<file path="src/rtl/ahb_sram_slave.sv">
// ahb_sram_slave
//   AHB-lite slave that serves master transfers from a single-port synchronous
//   SRAM. Reads and writes complete with zero wait states. Write data is
//   parked in a one-entry buffer and written to the SRAM in a later cycle that
//   has no read, and reads of a parked word are forwarded from the buffer.
//   Out-of-window, misaligned and oversize transfers get a two-cycle ERROR.
//
//   Optional feature macro: AHB_SRAM_PARITY_EN
//     When defined, the SRAM word is 36 bits and bits[35:32] hold the even
//     parity of each byte. A parity mismatch on a lane read from the SRAM
//     (not forwarded) turns the read data phase into a two-cycle ERROR.
//
// Ports
//   aclk, aresetn            clock (rising edge), async active-low reset
//   s_hsel .. s_hready       AHB-lite address/data phase inputs
//   s_hready_resp            HREADYOUT
//   s_hresp                  bit0 = ERROR, bit1 tied 0
//   s_hrdata                 read data, zero outside read data phases
//   sram_ce_n/we_n/bwe_n     SRAM strobes, active low
//   sram_addr/wdata/q        SRAM word address, write data, read data (1-cycle)
module ahb_sram_slave #(
   parameter int          ADDR_WIDTH = 13,
   parameter logic [31:0] BASE_ADDR  = 32'h0000_0000,
`ifdef AHB_SRAM_PARITY_EN
   localparam int         SRAM_DW    = 36
`else
   localparam int         SRAM_DW    = 32
`endif
) (
   input  logic                  aclk,
   input  logic                  aresetn,
   input  logic                  s_hsel,
   input  logic [31:0]           s_haddr,
   input  logic [1:0]            s_htrans,
   input  logic                  s_hwrite,
   input  logic [2:0]            s_hsize,
   input  logic [2:0]            s_hburst,
   input  logic [31:0]           s_hwdata,
   input  logic                  s_hready,
   output logic                  s_hready_resp,
   output logic [1:0]            s_hresp,
   output logic [31:0]           s_hrdata,
   output logic                  sram_ce_n,
   output logic                  sram_we_n,
   output logic [3:0]            sram_bwe_n,
   output logic [ADDR_WIDTH-1:0] sram_addr,
   output logic [SRAM_DW-1:0]    sram_wdata,
   input  logic [SRAM_DW-1:0]    sram_q
);

   typedef enum logic [2:0] {S_IDLE, S_RDATA, S_WDATA, S_WWAIT, S_ERR1, S_ERR2} state_t;

   state_t                r_state, w_next;
   logic [ADDR_WIDTH-1:0] r_rd_addr, r_wr_addr, r_buf_addr;
   logic [3:0]            r_wr_mask, r_buf_mask;
   logic [31:0]           r_buf_data;
   logic                  r_buf_vld;

   logic                  w_sel, w_err, w_hazard, w_perr, w_hready, w_herr;
   logic                  w_accept, w_rd_acc, w_wr_acc, w_load, w_drain, w_fwd;
   logic [3:0]            w_lanes, w_fwd_mask;
   logic [31:0]           w_rdata_mrg, w_wdata_msk;
   logic [ADDR_WIDTH-1:0] w_addr;
   logic [SRAM_DW-1:0]    w_sram_wd;
   logic                  w_unused;

   assign w_unused = ^{s_htrans[0], s_hburst};
   assign w_addr   = s_haddr[ADDR_WIDTH+1:2];
   // Gating with aresetn keeps every output at its reset value while reset
   // is held, even if the master keeps presenting a transfer.
   assign w_sel    = aresetn & s_hsel & s_htrans[1];

   always_comb begin
      w_err = (s_haddr[31:ADDR_WIDTH+2] != BASE_ADDR[31:ADDR_WIDTH+2]) | s_hsize[2] |
              (s_hsize == 3'd3) |
              ((s_hsize == 3'd1) & s_haddr[0]) |
              ((s_hsize == 3'd2) & (s_haddr[1:0] != 2'b00));
      case (s_hsize[1:0])
         2'd0:    w_lanes = 4'b0001 << s_haddr[1:0];
         2'd1:    w_lanes = s_haddr[1] ? 4'b1100 : 4'b0011;
         default: w_lanes = 4'b1111;
      endcase
   end

   // A read address phase next to a write data phase, with the buffer still
   // occupied, leaves no cycle to drain. s_hready is deliberately not used
   // here: during our own data phase it is our own HREADYOUT.
   assign w_hazard   = (r_state == S_WDATA) & r_buf_vld & w_sel & ~s_hwrite & ~w_err;

   assign w_fwd      = r_buf_vld & (r_buf_addr == r_rd_addr);
   assign w_fwd_mask = w_fwd ? r_buf_mask : 4'b0000;

   for (genvar i = 0; i < 4; i++) begin : g_lane
      assign w_rdata_mrg[8*i +: 8] = w_fwd_mask[i] ? r_buf_data[8*i +: 8] : sram_q[8*i +: 8];
      assign w_wdata_msk[8*i +: 8] = r_wr_mask[i]  ? s_hwdata[8*i +: 8]   : 8'h00;
   end

`ifdef AHB_SRAM_PARITY_EN
   logic [3:0] w_par_bad, w_par_wr;
   for (genvar i = 0; i < 4; i++) begin : g_par
      assign w_par_wr[i]  = ^r_buf_data[8*i +: 8];
      // forwarded lanes never came from the SRAM, so they are not checked
      assign w_par_bad[i] = ~w_fwd_mask[i] & (sram_q[32+i] != ^sram_q[8*i +: 8]);
   end
   assign w_perr    = (r_state == S_RDATA) & (|w_par_bad);
   assign w_sram_wd = {w_par_wr, r_buf_data};
`else
   assign w_perr    = 1'b0;
   assign w_sram_wd = r_buf_data;
`endif

   // response outputs depend only on state and the address-phase inputs
   always_comb begin
      w_hready = 1'b1;
      w_herr   = 1'b0;
      case (r_state)
         S_RDATA: if (w_perr) begin w_hready = 1'b0; w_herr = 1'b1; end
         S_WDATA: if (w_hazard) w_hready = 1'b0;
         S_ERR1:  begin w_hready = 1'b0; w_herr = 1'b1; end
         S_ERR2:  w_herr = 1'b1;
         default: ;
      endcase
   end

   assign w_accept = w_sel & s_hready & w_hready;
   assign w_rd_acc = w_accept & ~s_hwrite & ~w_err;
   assign w_wr_acc = w_accept & s_hwrite & ~w_err;
   assign w_load   = ((r_state == S_WDATA) & ~w_hazard) | (r_state == S_WWAIT);
   assign w_drain  = r_buf_vld & ~w_rd_acc;

   always_comb begin
      w_next = r_state;
      if (!w_hready)     w_next = (r_state == S_WDATA) ? S_WWAIT : S_ERR2;
      else if (w_accept) w_next = w_err ? S_ERR1 : (s_hwrite ? S_WDATA : S_RDATA);
      else               w_next = S_IDLE;
   end

   always_comb begin
      sram_ce_n  = 1'b1;
      sram_we_n  = 1'b1;
      sram_bwe_n = 4'hF;
      sram_addr  = '0;
      sram_wdata = '0;
      if (w_rd_acc) begin
         sram_ce_n = 1'b0;
         sram_addr = w_addr;
      end else if (w_drain) begin
         sram_ce_n  = 1'b0;
         sram_we_n  = 1'b0;
         sram_bwe_n = ~r_buf_mask;
         sram_addr  = r_buf_addr;
         sram_wdata = w_sram_wd;
      end
   end

   assign s_hready_resp = w_hready;
   assign s_hresp       = {1'b0, w_herr};
   assign s_hrdata      = ((r_state == S_RDATA) && !w_perr) ? w_rdata_mrg : 32'h0;

   always_ff @(posedge aclk or negedge aresetn) begin
      if (!aresetn) begin
         r_state    <= S_IDLE;
         r_rd_addr  <= '0;
         r_wr_addr  <= '0;
         r_wr_mask  <= '0;
         r_buf_vld  <= 1'b0;
         r_buf_addr <= '0;
         r_buf_data <= '0;
         r_buf_mask <= '0;
      end else begin
         r_state <= w_next;
         if (w_rd_acc) r_rd_addr <= w_addr;
         if (w_wr_acc) begin
            r_wr_addr <= w_addr;
            r_wr_mask <= w_lanes;
         end
         // load wins over drain: the old entry is on the SRAM pins this cycle
         if (w_load) begin
            r_buf_vld  <= 1'b1;
            r_buf_addr <= r_wr_addr;
            r_buf_data <= w_wdata_msk;
            r_buf_mask <= r_wr_mask;
         end else if (w_drain) begin
            r_buf_vld  <= 1'b0;
         end
      end
   end

endmodule

</file>
<file path="config.mk">
export PLATFORM = sky130hd
export DESIGN_NAME = ahb_sram_slave
export DESIGN_NICKNAME = d
export VERILOG_FILES = /design/src/rtl/ahb_sram_slave.sv
export SDC_FILE = /design/constraint.sdc
export NUM_CORES = 1
export LEC_CHECK = 0
export CORE_MARGIN = 4
export CORE_UTILIZATION = 39
export DETAILED_ROUTE_END_ITERATION = 10
export PLACE_DENSITY = 0.85
export SYNTH_ARGS = -nofsm -noshare
export SYNTH_HDL_FRONTEND = slang
export SYNTH_SLANG_ARGS = --single-unit
</file>
<file path="constraint.sdc">
create_clock -name aclk -period 2.25 [get_ports aclk]
set_clock_uncertainty 0.05 [all_clocks]
set_input_delay 0.3375 -clock aclk [delete_from_list [all_inputs] [get_ports aclk]]
set_output_delay 0.3375 -clock aclk [all_outputs]
set_load 0.005 [all_outputs]
</file>
## After elaboration in Yosys (flattened, before gate mapping)

Cells that the tools add are included.

- Register bits after elaboration: 83
- Bits of input ports: 109
- Output and inout port bits: 86
- Logic and storage cells: 82

- Eq/ne operators: 10
- Shifts and indexed selects: 1
- Mux-type cells: 31
- Bitwise logic cells: 27
- Reduce and logical (&&, ||, !) cells: 5

Operator list:

| kind | number |
|---|---|
| $mux 32 | 3 |
| $mux 8 | 8 |
| $mux 13 | 2 |
| $and 1x1->1 | 17 |
| $reduce_bool 17->1 | 1 |
| $mux 4 | 4 |
| $eq 13x13->1 | 1 |
| $eq 3x2->1 const B | 4 |
| $mux 3 | 4 |
| $pmux 4 s2 | 1 |
| $mux 1 | 7 |
| $eq 3x1->1 const B | 2 |
| $eq 3x3->1 const B | 2 |
| $or 1x1->1 | 5 |
| $not 1->1 | 4 |
| $not 4->4 | 1 |
| $reduce_bool 2->1 | 2 |
| $shl 1x2->4 const A | 1 |
| $eq 2x1->1 const B | 1 |
| $logic_not 2->1 | 1 |
| $mux 2 | 1 |
| $pmux 1 s2 | 1 |
| $reduce_or 2->1 | 1 |

## Longest topological paths before layout

Gate-level depths: netlist (run 1).

- Depth after elaboration: 16
- Mapped depth: 7
- Mapped depth without buffers: 5

## Worst setup path before layout (run 1)

OpenSTA, ideal clock, no wires.

- Path type: input -> output
- Start: input port s_haddr[27]
- End: output port sram_addr[10]
- Arrival: 2.053 ns
- Data required time: 1.862 ns
- Path slack: -0.191 ns
- Cell stages on the path: 6
- Path buffers: 1
- Cell sequence: nor4_1 > nand4_1 > or3_1 > nor3_1 > buf_2 > a22o_1

- Cells in the longest elaborated chain, start to end: 16

Ends and longest elaborated chain:

| what | line | text |
|---|---|---|
| start, declared | 33 | `input logic [31:0] s_haddr,` |
| $reduce_bool 17->1 * | 74 | `w_err = (s_haddr[31:ADDR_WIDTH+2] != BASE_ADDR[31:ADDR_WIDTH+2]) \| s_hsize[2] \|` |
| $or 1x1->1 * (2 in a row) | 74 |  |
| $or 1x1->1 * | 75 | `(s_hsize == 3'd3) \|` |
| $or 1x1->1 * | 76 | `((s_hsize == 3'd1) & s_haddr[0]) \|` |
| $not 1->1 * | 88, 126 |  |
| $and 1x1->1 | 88 | `assign w_hazard = (r_state == S_WDATA) & r_buf_vld & w_sel & ~s_hwrite & ~w_err;` |
| $mux 1 | 118 | `S_WDATA: if (w_hazard) w_hready = 1'b0;` |
| $pmux 1 s2 | 116 | `case (r_state)` |
| $and 1x1->1 | 125 | `assign w_accept = w_sel & s_hready & w_hready;` |
| $and 1x1->1 | 126 | `assign w_rd_acc = w_accept & ~s_hwrite & ~w_err;` |
| $and 1x1->1 * | 126 |  |
| $not 1->1 | 129 | `assign w_drain = r_buf_vld & ~w_rd_acc;` |
| $and 1x1->1 | 129 |  |
| $mux 13 | 147 | `end else if (w_drain) begin` |
| $mux 13 * | 144 | `if (w_rd_acc) begin` |
| end, declared | 46 | `output logic [ADDR_WIDTH-1:0] sram_addr,` |

Mark *: on every way between the ends. The rest lies on a longest branch, timed or not.

## Worst setup path after layout (run 1)

- Start: input port s_hsize[2]
- End: output port sram_wdata[28]

- Cells in the longest elaborated chain, start to end: 15
- Elaborated cells on any way between the ends: 20
- Those cells by class: eq/ne: 3; mux: 4; bitwise: 13

Ends and longest elaborated chain:

| what | line | text |
|---|---|---|
| start, declared | 36 | `input logic [2:0] s_hsize,` |
| $eq 3x2->1, or another cell as far along | 75 |  |
| $or 1x1->1 or $and 1x1->1 (tied branches) | 74, 76 |  |
| $or 1x1->1 | 75 |  |
| $or 1x1->1 * | 76 |  |
| $not 1->1 * | 88, 126 |  |
| $and 1x1->1 | 88 |  |
| $mux 1 | 118 |  |
| $pmux 1 s2 | 116 |  |
| $and 1x1->1 | 125 |  |
| $and 1x1->1 | 126 |  |
| $and 1x1->1 * | 126 |  |
| $not 1->1 | 129 |  |
| $and 1x1->1 | 129 |  |
| $mux 32 | 147 |  |
| $mux 32 * | 144 |  |
| end, declared | 47 | `output logic [SRAM_DW-1:0] sram_wdata,` |

Marks and branches as above.

==> impl_metrics.env, run 1 <==
export IMPL_yosysWarnings=0
export IMPL_ys_seq_area_share_pct=45.4
export IMPL_die_h_um=116
export IMPL_synth_area_um2=4580
export IMPL_wl_per_cell_um=23.3
export IMPL_reg2reg_depth=7
export IMPL_vias=5502
export IMPL_clk_path_buf_depth=2
export IMPL_ant_nets=0
export IMPL_rsz0062_at_grt="yes"
export IMPL_grt_first_pass_wirelength_um=27600
export IMPL_ys_async_sr_fraction_pct=100
export IMPL_timing_final_crit_share_pct=131
export IMPL_fin_crit_ps=2950
export IMPL_synth_ff_type="dfrtp_1"
export IMPL_cts_tree="yes"
export IMPL_nFillCells=717
export IMPL_cts_buffers=9
export IMPL_nets=881
export IMPL_clk_latency_ps=340
export IMPL_max_cap_violations=0
export IMPL_maxSlewHeadroom_pct=27.5
export IMPL_p_clk_share_pct=40.7
export IMPL_dpl_cell_count=842
export IMPL_violations="negative setup slack"
export IMPL_htree_levels=3
export IMPL_synth_edff_count=0
export IMPL_drt_initial_drc_count=497
export IMPL_fp_row_count=39
export IMPL_antenna_found_initial=2
export IMPL_hold_viol=0
export IMPL_clockRootBuffer="clkbuf_16"
export IMPL_peakVddDrop_v=0.000307
export IMPL_initial_core_util_pct=39.9
export IMPL_synth_seq_cells=83
export IMPL_drive_gt1_share_pct=51.2
export IMPL_grt_max_degree=84
export IMPL_reg2reg_from="r_state[2]"
export IMPL_p_int_mw=2.94
export IMPL_drt_pre_antenna_iters=5
export IMPL_track_usage_pct=26.3
export IMPL_criticalPathCategory="in -> out"
export IMPL_netlist_instances=492
export IMPL_routed_wl_um=21500
export IMPL_area_delta_synth_final_pct=88.5
export IMPL_hold_path_class="in -> async"
export IMPL_total_power_mw=4.05
export IMPL_fmax_mhz=339
export IMPL_endpoint_kind="output pin"
export IMPL_ff2ff_setup_slack_ps=-140
export IMPL_rr_endpoint="r_buf_addr[2]"
export IMPL_drcViolationCount=0
export IMPL_p_comb_share_pct=21.8
export IMPL_cts_sinks=83
export IMPL_p_sw_mw=1.11
export IMPL_final_common_cell="dfrtp_1"
export IMPL_core_area_um2=11500
export IMPL_switching_share_pct=27.4
export IMPL_arrival_ps=2570
export IMPL_worst_slew_pin_slew_ps=1090
export IMPL_cp_max_fo=4
export IMPL_first_global_vias=5262
export IMPL_power_density_nw_per_um2=469
export IMPL_maxSlewViolCount=0
export IMPL_p_leak_nw=4.03
export IMPL_fin_ws_ps=-704
export IMPL_port_buffers=189
export IMPL_seqPwrFrac_pct=37.6
export IMPL_io_pins=195
export IMPL_fin_util_pct=75.3
export IMPL_die_w_um=116
export IMPL_viasPerCell=5.97
export IMPL_place_congestion=0.809
export IMPL_finalNonFillerCells=921
export IMPL_ys_types=40
export IMPL_crit_path_start_kind="input pin"
export IMPL_syn_area_per_cell_um2=9.31
export IMPL_fp_dieArea_um2=13500
export IMPL_synth_nets=601
export IMPL_layout_common_cells="83 x dfrtp_1, 79 x clkdlybuf4s50_1, 66 x buf_4, 62 x buf_6, 60 x buf_2"
export IMPL_required_ps=1860
export IMPL_gr_total_overflow=0
export IMPL_path_clk_slew_ps=80
export IMPL_status="complete, but fails checks"
export IMPL_dpl_hpwl_um=11800
export IMPL_setup_violations=125
-- metrics by stage --
| step | setup slack [ps] | instance area (µm²) | TNS, ps | hold WS (ps) |
|---|---|---|---|---|
| 6_report | -704 | 8630 | -40490 | 329 |
| 5_1_grt | -780 | 8630 | -50370 | 418 |
| 4_1_cts | -826 | 7880 | -53430 | 371 |
| 3_5_place_dp | -962 | 7100 | -93600 | 442 |
| 3_3_place_gp | -932 | 7100 | -87540 | 432 |
| 2_1_floorplan | -74.1 | 4660 | -1470 | -8.09 |
-- cell type report --
| type | instances | area (µm²) | share of cell area (%) |
|---|---|---|---|
| flip-flops and latches | 83 | 2080 | 24.1 |
| repair buffers | 315 | 3160 | 36.6 |
| inverters | 6 | 25.0 | 0.290 |
| multi-input cells | 357 | 2860 | 33.1 |
| clock buffers | 9 | 225 | 2.61 |
| diodes | 1 | 2.50 | 0.0290 |
| well taps | 143 | 179 | 2.07 |
| clock inverters | 7 | 106 | 1.23 |
-- sequential cells by signal, indices dropped and copies added, names as in the netlist --
signal / flops
r_buf_mask: 4
r_buf_addr: 13
r_wr_addr: 13
r_wr_mask: 4
r_buf_data: 32
r_buf_vld: 1
r_rd_addr: 13
r_state: 3
-- worst max-delay path by stage --
stage                             start        endpoint  depth (start not counted)
after floorplan              r_state[2]   r_buf_addr[0]                          7
after global placement      s_haddr[17]    sram_addr[4]                          8
after detailed placement    s_haddr[17]    sram_addr[0]                          8
after CTS                 r_rd_addr[11]    s_hrdata[27]                          8
after global routing         s_hsize[2]  sram_wdata[28]                         12
final                        s_hsize[2]  sram_wdata[28]                         12
-- kinds of logic (layout without fill, tap and decap cells) --
kind of cell / count (synthesis) / after routing / share of synthesized area (%)
other: 1 / 2 / 0.0819
flip-flops: 83 / 83 / 45.4
AND/OR/NAND/NOR: 146 / 146 / 17.7
XOR/XNOR: 10 / 10 / 1.91
AO/OA/AOI/OAI: 157 / 157 / 18.9
multiplexers: 43 / 43 / 11.2
buffers and inverters: 52 / 337 / 4.84
-- critical path, stage by stage --
cell	delay [ps]
clkdlybuf4s15_1	180
nor4_2	310
o21ai_2	100
or3_4	390
o31a_4	380
buf_12	140
buf_16	120
buf_8	120
buf_12	120
buf_6	110
and2_4	150
buf_6	110
-- power groups by stage --
stage	combinational, mW	sequential [mW]	clock [mW]
floorplan	0.239	1.55	0
global placement	0.878	1.55	0
detailed placement	0.910	1.55	0
CTS	0.914	1.52	1.65
global route	0.936	1.52	1.74
finish	0.882	1.52	1.65
-- cell usage after synthesis (2+ instances only) --
cell type	count	area, µm²
nand3_1	5	25.0
clkbuf_1	35	131
a31oi_1	3	18.8
buf_2	3	15.0
nand4_1	35	219
inv_1	6	22.5
a22o_1	13	114
xor2_1	8	70.1
nor4_1	7	43.8
mux2_2	35	394
or3_1	3	18.8
mux2_4	8	120
nor3_1	3	15.0
nor2_1	8	30.0
buf_1	3	11.3
nand2b_1	5	31.3
xnor2_1	2	17.5
dfrtp_1	83	2080
buf_4	4	30.0
nand2_1	38	143
a21oi_1	34	170
and2_1	33	206
o21bai_1	2	15.0
o21ai_0	100	500
-- what timing repair did --
action | in CTS | in global routing
endpoints found under the setup margin | 124 | 163
pin swaps | 25 | 86
hold endpoints to repair | 0 | 0
setup buffers | 24 | 22
gates resized for setup | 372 | 266
hold buffers | 0 | 0
gates cloned | 5 | 15
-- routing by layer --
metal / up-vias / share of wire, % / track usage, % / wire length [µm]
met1: 2709 / 37 / 32.4 / 7970
met4: 2 / 4.5 / 11.4 / 971
met5: - / 0.061 / 0 / 13
li1: 2353 / - / - / -
met2: 356 / 50 / 44.5 / 10700
met3: 82 / 8.2 / 5.44 / 1750
(Power assumes the default switching activity.)
==> run 2: changes to the inputs <==
--- a/config.mk
+++ b/config.mk
@@ -9,6 +9,7 @@
 export CORE_UTILIZATION = 39
 export DETAILED_ROUTE_END_ITERATION = 10
 export PLACE_DENSITY = 0.85
+export SLEW_MARGIN = 30
 export SYNTH_ARGS = -nofsm -noshare
 export SYNTH_HDL_FRONTEND = slang
 export SYNTH_SLANG_ARGS = --single-unit
==> run 2 against run 1 <==
The flow still finishes with violations (negative setup slack). Total power barely moved. Via count rose by 2.2%. Core utilization rose by 2.5 points. Combinational power fell by 2.8%. Register-to-register slack got worse by 350 ps. Non-clock buffer count rose by 20. Maximum frequency rose by 1.3%. Clock power barely moved. Global-route usage rose by 2.7 points. Critical path depth fell by 1. Die area did not move.
==> impl_metrics.env, run 2 (synthesis gave the netlist of run 1 again) <==
export IMPL_power_density_nw_per_um2=455
export IMPL_core_area_um2=11500
export IMPL_wl_per_cell_um=23.7
export IMPL_htree_levels=3
export IMPL_top_register="r_buf_data"
export IMPL_largest_reg_flops=32
export IMPL_fp_row_count=39
export IMPL_grt_first_pass_wirelength_um=29900
export IMPL_dpl_cell_count=842
export IMPL_status="complete, but fails checks"
export IMPL_io_pins=195
export IMPL_clockRootBuffer="clkbuf_16"
export IMPL_design_area_um2=8920
export IMPL_setup_violations=147
export IMPL_drt_pre_antenna_iters=5
export IMPL_endpoint_kind="output pin"
export IMPL_arrival_ps=2530
export IMPL_p_sw_mw=1.10
export IMPL_peakVddDrop_v=0.000451
export IMPL_fmax_mhz=343
export IMPL_dpl_hpwl_um=11800
export IMPL_initial_core_util_pct=39.9
export IMPL_placed_area_um2=7110
export IMPL_finalNonFillerCells=941
export IMPL_worst_slew_pin_slew_ps=794
export IMPL_reg2reg_from="r_state[2]"
export IMPL_rsz0062_at_grt="yes"
export IMPL_required_ps=1860
export IMPL_clk_path_buf_depth=2
export IMPL_drive_gt1_share_pct=53.5
export IMPL_place_congestion=0.809
export IMPL_p_clk_share_pct=41.3
export IMPL_port_buffers=189
export IMPL_path_clk_slew_ps=70
export IMPL_grt_max_degree=84
export IMPL_timing_final_crit_share_pct=130
export IMPL_p_leak_nw=4.21
export IMPL_nets=901
export IMPL_switching_share_pct=27.2
export IMPL_clk_latency_ps=340
export IMPL_cts_buffers=9
export IMPL_startpoint="r_rd_addr[3]"
export IMPL_die_w_um=116
export IMPL_antenna_found_initial=1
export IMPL_crit_path_start_kind="flip-flop"
export IMPL_pre_cts_slack_ps=-963
export IMPL_fin_crit_ps=2920
export IMPL_p_comb_share_pct=21.1
export IMPL_p_int_mw=2.95
export IMPL_max_cap_violations=0
export IMPL_layout_common_cells="83 x buf_6, 83 x dfrtp_1, 79 x clkdlybuf4s50_1, 63 x buf_4, 52 x buf_2"
export IMPL_cts_tree="yes"
export IMPL_setup_tns_ps=-58660
export IMPL_cp_max_fo=7
export IMPL_viasPerCell=5.97
export IMPL_drcViolationCount=0
export IMPL_cts_sinks=83
export IMPL_fin_ws_ps=-666
export IMPL_violations="negative setup slack"
export IMPL_fp_dieArea_um2=13500
export IMPL_seqPwrFrac_pct=37.5
export IMPL_maxSlewViolCount=0
export IMPL_track_usage_pct=29.0
export IMPL_routed_wl_um=22300
export IMPL_hold_buffers=0
export IMPL_first_global_vias=5537
export IMPL_ant_nets=0
export IMPL_drt_initial_drc_count=564
export IMPL_area_delta_synth_final_pct=94.8
export IMPL_die_h_um=116
export IMPL_hold_path_class="in -> async"
export IMPL_vias=5621
export IMPL_criticalPathCategory="reg -> out"
export IMPL_gr_total_overflow=0
export IMPL_nFillCells=655
export IMPL_hold_viol=0
export IMPL_maxSlewHeadroom_pct=47.1
-- run 2: changes by cell type in the layout (fill, tap and decap cells not counted), moves of 6 or more --
cell | previous run | this run
o21ai_2 | 27 | 50
mux2_4 | 25 | 31
a21oi_1 | 11 | 30
buf_8 | 6 | 15
clkbuf_16 | 19 | 13
buf_6 | 62 | 83
o21ai_1 | 20 | 10
a21oi_2 | 23 | 4
buf_2 | 60 | 52
o21ai_0 | 52 | 37
mux2_2 | 18 | 12
-- run 2: final cells by class --
| type | instances | area (µm²) | area share [%] |
|---|---|---|---|
| antenna | 1 | 2.50 | 0.0281 |
| clock buffer | 9 | 225 | 2.53 |
| timing repair buffer | 335 | 3370 | 37.8 |
| inverter | 6 | 22.5 | 0.253 |
| tap | 143 | 179 | 2.01 |
| clock inverter | 7 | 106 | 1.19 |
| sequential | 83 | 2080 | 23.3 |
| multi-input combinational | 357 | 2930 | 32.9 |
-- run 2: power groups by stage --
stage,sequential [mW],clock [mW],combinational (mW)
after floorplan,1.55,0,0.239
after global placement,1.55,0,0.878
after detailed placement,1.55,0,0.908
after CTS,1.52,1.65,0.846
after global routing,1.52,1.75,0.925
final,1.52,1.68,0.857
-- run 2: through the flow --
stage / util [%] / total power, mW / hold slack [ps]
floorplan: - / 1.79 / -8.09
detailed placement: 62.0 / 2.46 / 447
finish: 77.8 / 4.06 / 185
CTS: 72.0 / 4.02 / 226
global route: 77.7 / 4.20 / 259
global placement: 61.9 / 2.42 / 432
-- run 2: worst paths after layout --
| path | to | slack, ps | cells after the start |
|---|---|---|---|
| max in group asynchronous | r_wr_addr[9] | 1400 | 3 |
| worst max register to register | r_buf_addr[3] | -490 | 12 |
| worst min-delay path | r_wr_addr[0] | 190 | 3 |
| worst max-delay path | s_hrdata[17] | -670 | 11 |
| worst min register to register | r_wr_addr[1] | 460 | 1 |
| min in group aclk | r_wr_mask[2] | 390 | 4 |
-- run 2: what timing repair did --
action,4_1_cts,5_1_grt
setup buffers,48,34
pin swaps,53,82
gates resized for setup,553,192
gates cloned,9,7
setup endpoints to repair,124,165
-- run 2: critical path, cell delays in order, from the launching register on --
cell and delay, ps:
dfrtp_1 380, inv_1 70, a222oi_1 510, buf_4 190, nand4_1 110, buf_6 170
buf_16 140, buf_12 140, buf_8 130, o21ai_2 130, a21oi_2 70, buf_2 150
-- run 2: routing by layer --
metal  up-vias  track usage (%)  share of wire (%)
met1      2751             34.8                 36
met5         -                0                  0
met2       394             50.5                 50
met4         0             13.0                4.8
met3        89             5.39                8.6
li1       2387                -                  -
==> run 3: changes to the inputs <==
--- a/config.mk
+++ b/config.mk
@@ -9,6 +9,7 @@
 export CORE_UTILIZATION = 39
 export DETAILED_ROUTE_END_ITERATION = 10
 export PLACE_DENSITY = 0.85
+export SETUP_SLACK_MARGIN = 0.4
 export SLEW_MARGIN = 30
 export SYNTH_ARGS = -nofsm -noshare
 export SYNTH_HDL_FRONTEND = slang
==> run 3 against run 2 <==
The flow still finishes with violations (negative setup slack). Critical path depth fell by 3. Cell area is 0.38% lower. Via count fell by 5.4%. Register-to-register slack gained 360 ps. Worst setup slack better by 120 ps. Worst hold slack better by 12 ps. Wire length decreased by 9.1%. First-iteration DRC count is 38% lower. Combinational power up 11%. Sequential share of layout area up 0.089 points. Core utilization down 0.29 points. Largest cell class unchanged.
==> impl_metrics.env, run 3 (synthesis gave the netlist of run 1 again) <==
export IMPL_initial_core_util_pct=39.9
export IMPL_power_density_nw_per_um2=440
export IMPL_ant_nets=0
export IMPL_crit_path_start_kind="flip-flop"
export IMPL_cts_sinks=83
export IMPL_routed_wl_um=20200
export IMPL_cts_buffers=9
export IMPL_top_register="r_buf_data"
export IMPL_io_pins=195
export IMPL_dpl_hpwl_um=11600
export IMPL_endpoint_kind="output pin"
export IMPL_place_congestion=0.805
export IMPL_die_w_um=116
export IMPL_fin_util_pct=77.5
export IMPL_gr_total_overflow=0
export IMPL_n_antenna_cell=0
export IMPL_vias=5320
export IMPL_placed_area_um2=7310
export IMPL_drcViolationCount=0
export IMPL_pre_cts_slack_ps=-996
export IMPL_arrival_ps=2410
export IMPL_viasPerCell=5.83
export IMPL_hold_viol=0
export IMPL_first_global_vias=5515
export IMPL_clockRootBuffer="clkbuf_16"
export IMPL_peakVddDrop_v=0.000439
export IMPL_hold_path_class="in -> async"
export IMPL_drive_gt1_share_pct=55.8
export IMPL_worst_slew_pin_slew_ps=743
export IMPL_fp_row_count=39
export IMPL_violations="negative setup slack"
export IMPL_htree_levels=3
export IMPL_total_power_mw=3.91
export IMPL_seqPwrFrac_pct=38.9
export IMPL_rsz0062_at_grt="yes"
export IMPL_drt_initial_drc_count=349
export IMPL_drt_pre_antenna_iters=5
export IMPL_fin_ws_ps=-549
export IMPL_design_area_um2=8880
export IMPL_area_delta_synth_final_pct=94.0
export IMPL_clk_path_buf_depth=2
export IMPL_track_usage_pct=28.3
export IMPL_required_ps=1860
export IMPL_die_h_um=116
export IMPL_maxSlewViolCount=0
export IMPL_antenna_found_initial=1
export IMPL_nets=876
export IMPL_cts_tree="yes"
export IMPL_path_clk_slew_ps=60
export IMPL_timing_final_crit_share_pct=124
export IMPL_clk_latency_ps=330
export IMPL_switching_share_pct=26.7
export IMPL_grt_max_degree=84
export IMPL_fp_dieArea_um2=13500
export IMPL_p_int_mw=2.87
export IMPL_p_sw_mw=1.05
export IMPL_grt_first_pass_wirelength_um=29600
export IMPL_p_comb_share_pct=24.3
export IMPL_layout_common_cells="83 x dfrtp_1, 78 x clkdlybuf4s50_1, 61 x buf_6, 58 x buf_4, 56 x o21ai_2"
export IMPL_max_cap_violations=0
export IMPL_cp_max_fo=6
export IMPL_reg2reg_depth=8
export IMPL_setup_tns_ps=-39960
export IMPL_fmax_mhz=357
export IMPL_fin_crit_ps=2800
export IMPL_criticalPathCategory="reg -> out"
export IMPL_reg2reg_from="r_state[2]"
export IMPL_core_area_um2=11500
export IMPL_port_buffers=189
export IMPL_p_clk_share_pct=36.8
export IMPL_ff2ff_setup_slack_ps=-130
export IMPL_setup_violations=145
export IMPL_p_leak_nw=4.07
export IMPL_final_common_cell="dfrtp_1"
export IMPL_rr_endpoint="r_buf_addr[4]"
export IMPL_status="complete, but fails checks"
export IMPL_largest_reg_flops=32
export IMPL_maxSlewHeadroom_pct=50.5
export IMPL_wl_per_cell_um=22.2
[run 3: cell types whose count changed in the layout (fill, tap and decap cells not counted), sizes merged, moves of 2 or more]
cell / change
buf: -24
clkbuf: -4
clkinv: +2
dlygate4sd2: +6
inv: -5
[run 3: per-layer routing]
| metal | track usage, % | wire, µm | up-vias |
|---|---|---|---|
| met5 | 0 | 20 | - |
| met4 | 10.8 | 598 | 2 |
| met3 | 5.91 | 1430 | 45 |
| met2 | 48.2 | 10400 | 277 |
| met1 | 35.4 | 7830 | 2651 |
| li1 | - | - | 2345 |
[run 3: worst max path at each step]
stage	start	to	slack, ps	cells after the start
finish	r_state[1]	sram_wdata[29]	-550	8
global route	r_state[1]	sram_wdata[29]	-580	8
CTS	r_state[1]	sram_wdata[29]	-450	8
detailed placement	s_hsize[1]	sram_wdata[21]	-1000	8
global placement	s_hsize[1]	sram_addr[3]	-930	8
floorplan	s_haddr[19]	r_rd_addr[10]	-70	7
[run 3: worst max-delay path: stages (launching register included)]
cell and delay [ps]:
dfrtp_1 400, and4bb_2 270, or3_4 360, o31a_4 390, buf_12 150, buf_8 120, buf_16 130, and2_4 150
buf_6 110
[run 3: what timing repair did]
| action | in CTS | in global routing |
|---|---|---|
| hold endpoints to repair | 0 | 0 |
| hold buffers | 0 | 0 |
| setup buffers | 29 | 10 |
| pin swaps | 68 | 33 |
| resized for setup | 601 | 61 |
| cloned | 14 | 3 |
| setup endpoints to repair | 167 | 166 |
[run 3: layout make-up]
cell class | count | area [µm²]
Clock buffer | 11 | 243
Clock inverter | 3 | 40.0
Fill cell | 677 | 2580
Inverter | 6 | 27.5
Multi-Input combinational cell | 357 | 3140
Sequential cell | 83 | 2080
Tap cell | 143 | 179
Timing Repair Buffer | 310 | 3180
[run 3: through the flow]
step / std cells / hold slack, ps
after global placement: 843 / 432
after global routing: 913 / 283
after floorplan: 492 / -8.09
final: 913 / 198
after CTS: 900 / 236
after detailed placement: 843 / 439
[run 3: power by group through the flow]
stage | Clock, mW | Sequential [mW] | Combinational, mW
4_1_cts | 1.44 | 1.52 | 0.918
5_1_grt | 1.52 | 1.52 | 1.02
3_5_place_dp | 0 | 1.55 | 1.00
3_3_place_gp | 0 | 1.54 | 0.980
6_report | 1.44 | 1.52 | 0.951
2_1_floorplan | 0 | 1.55 | 0.329
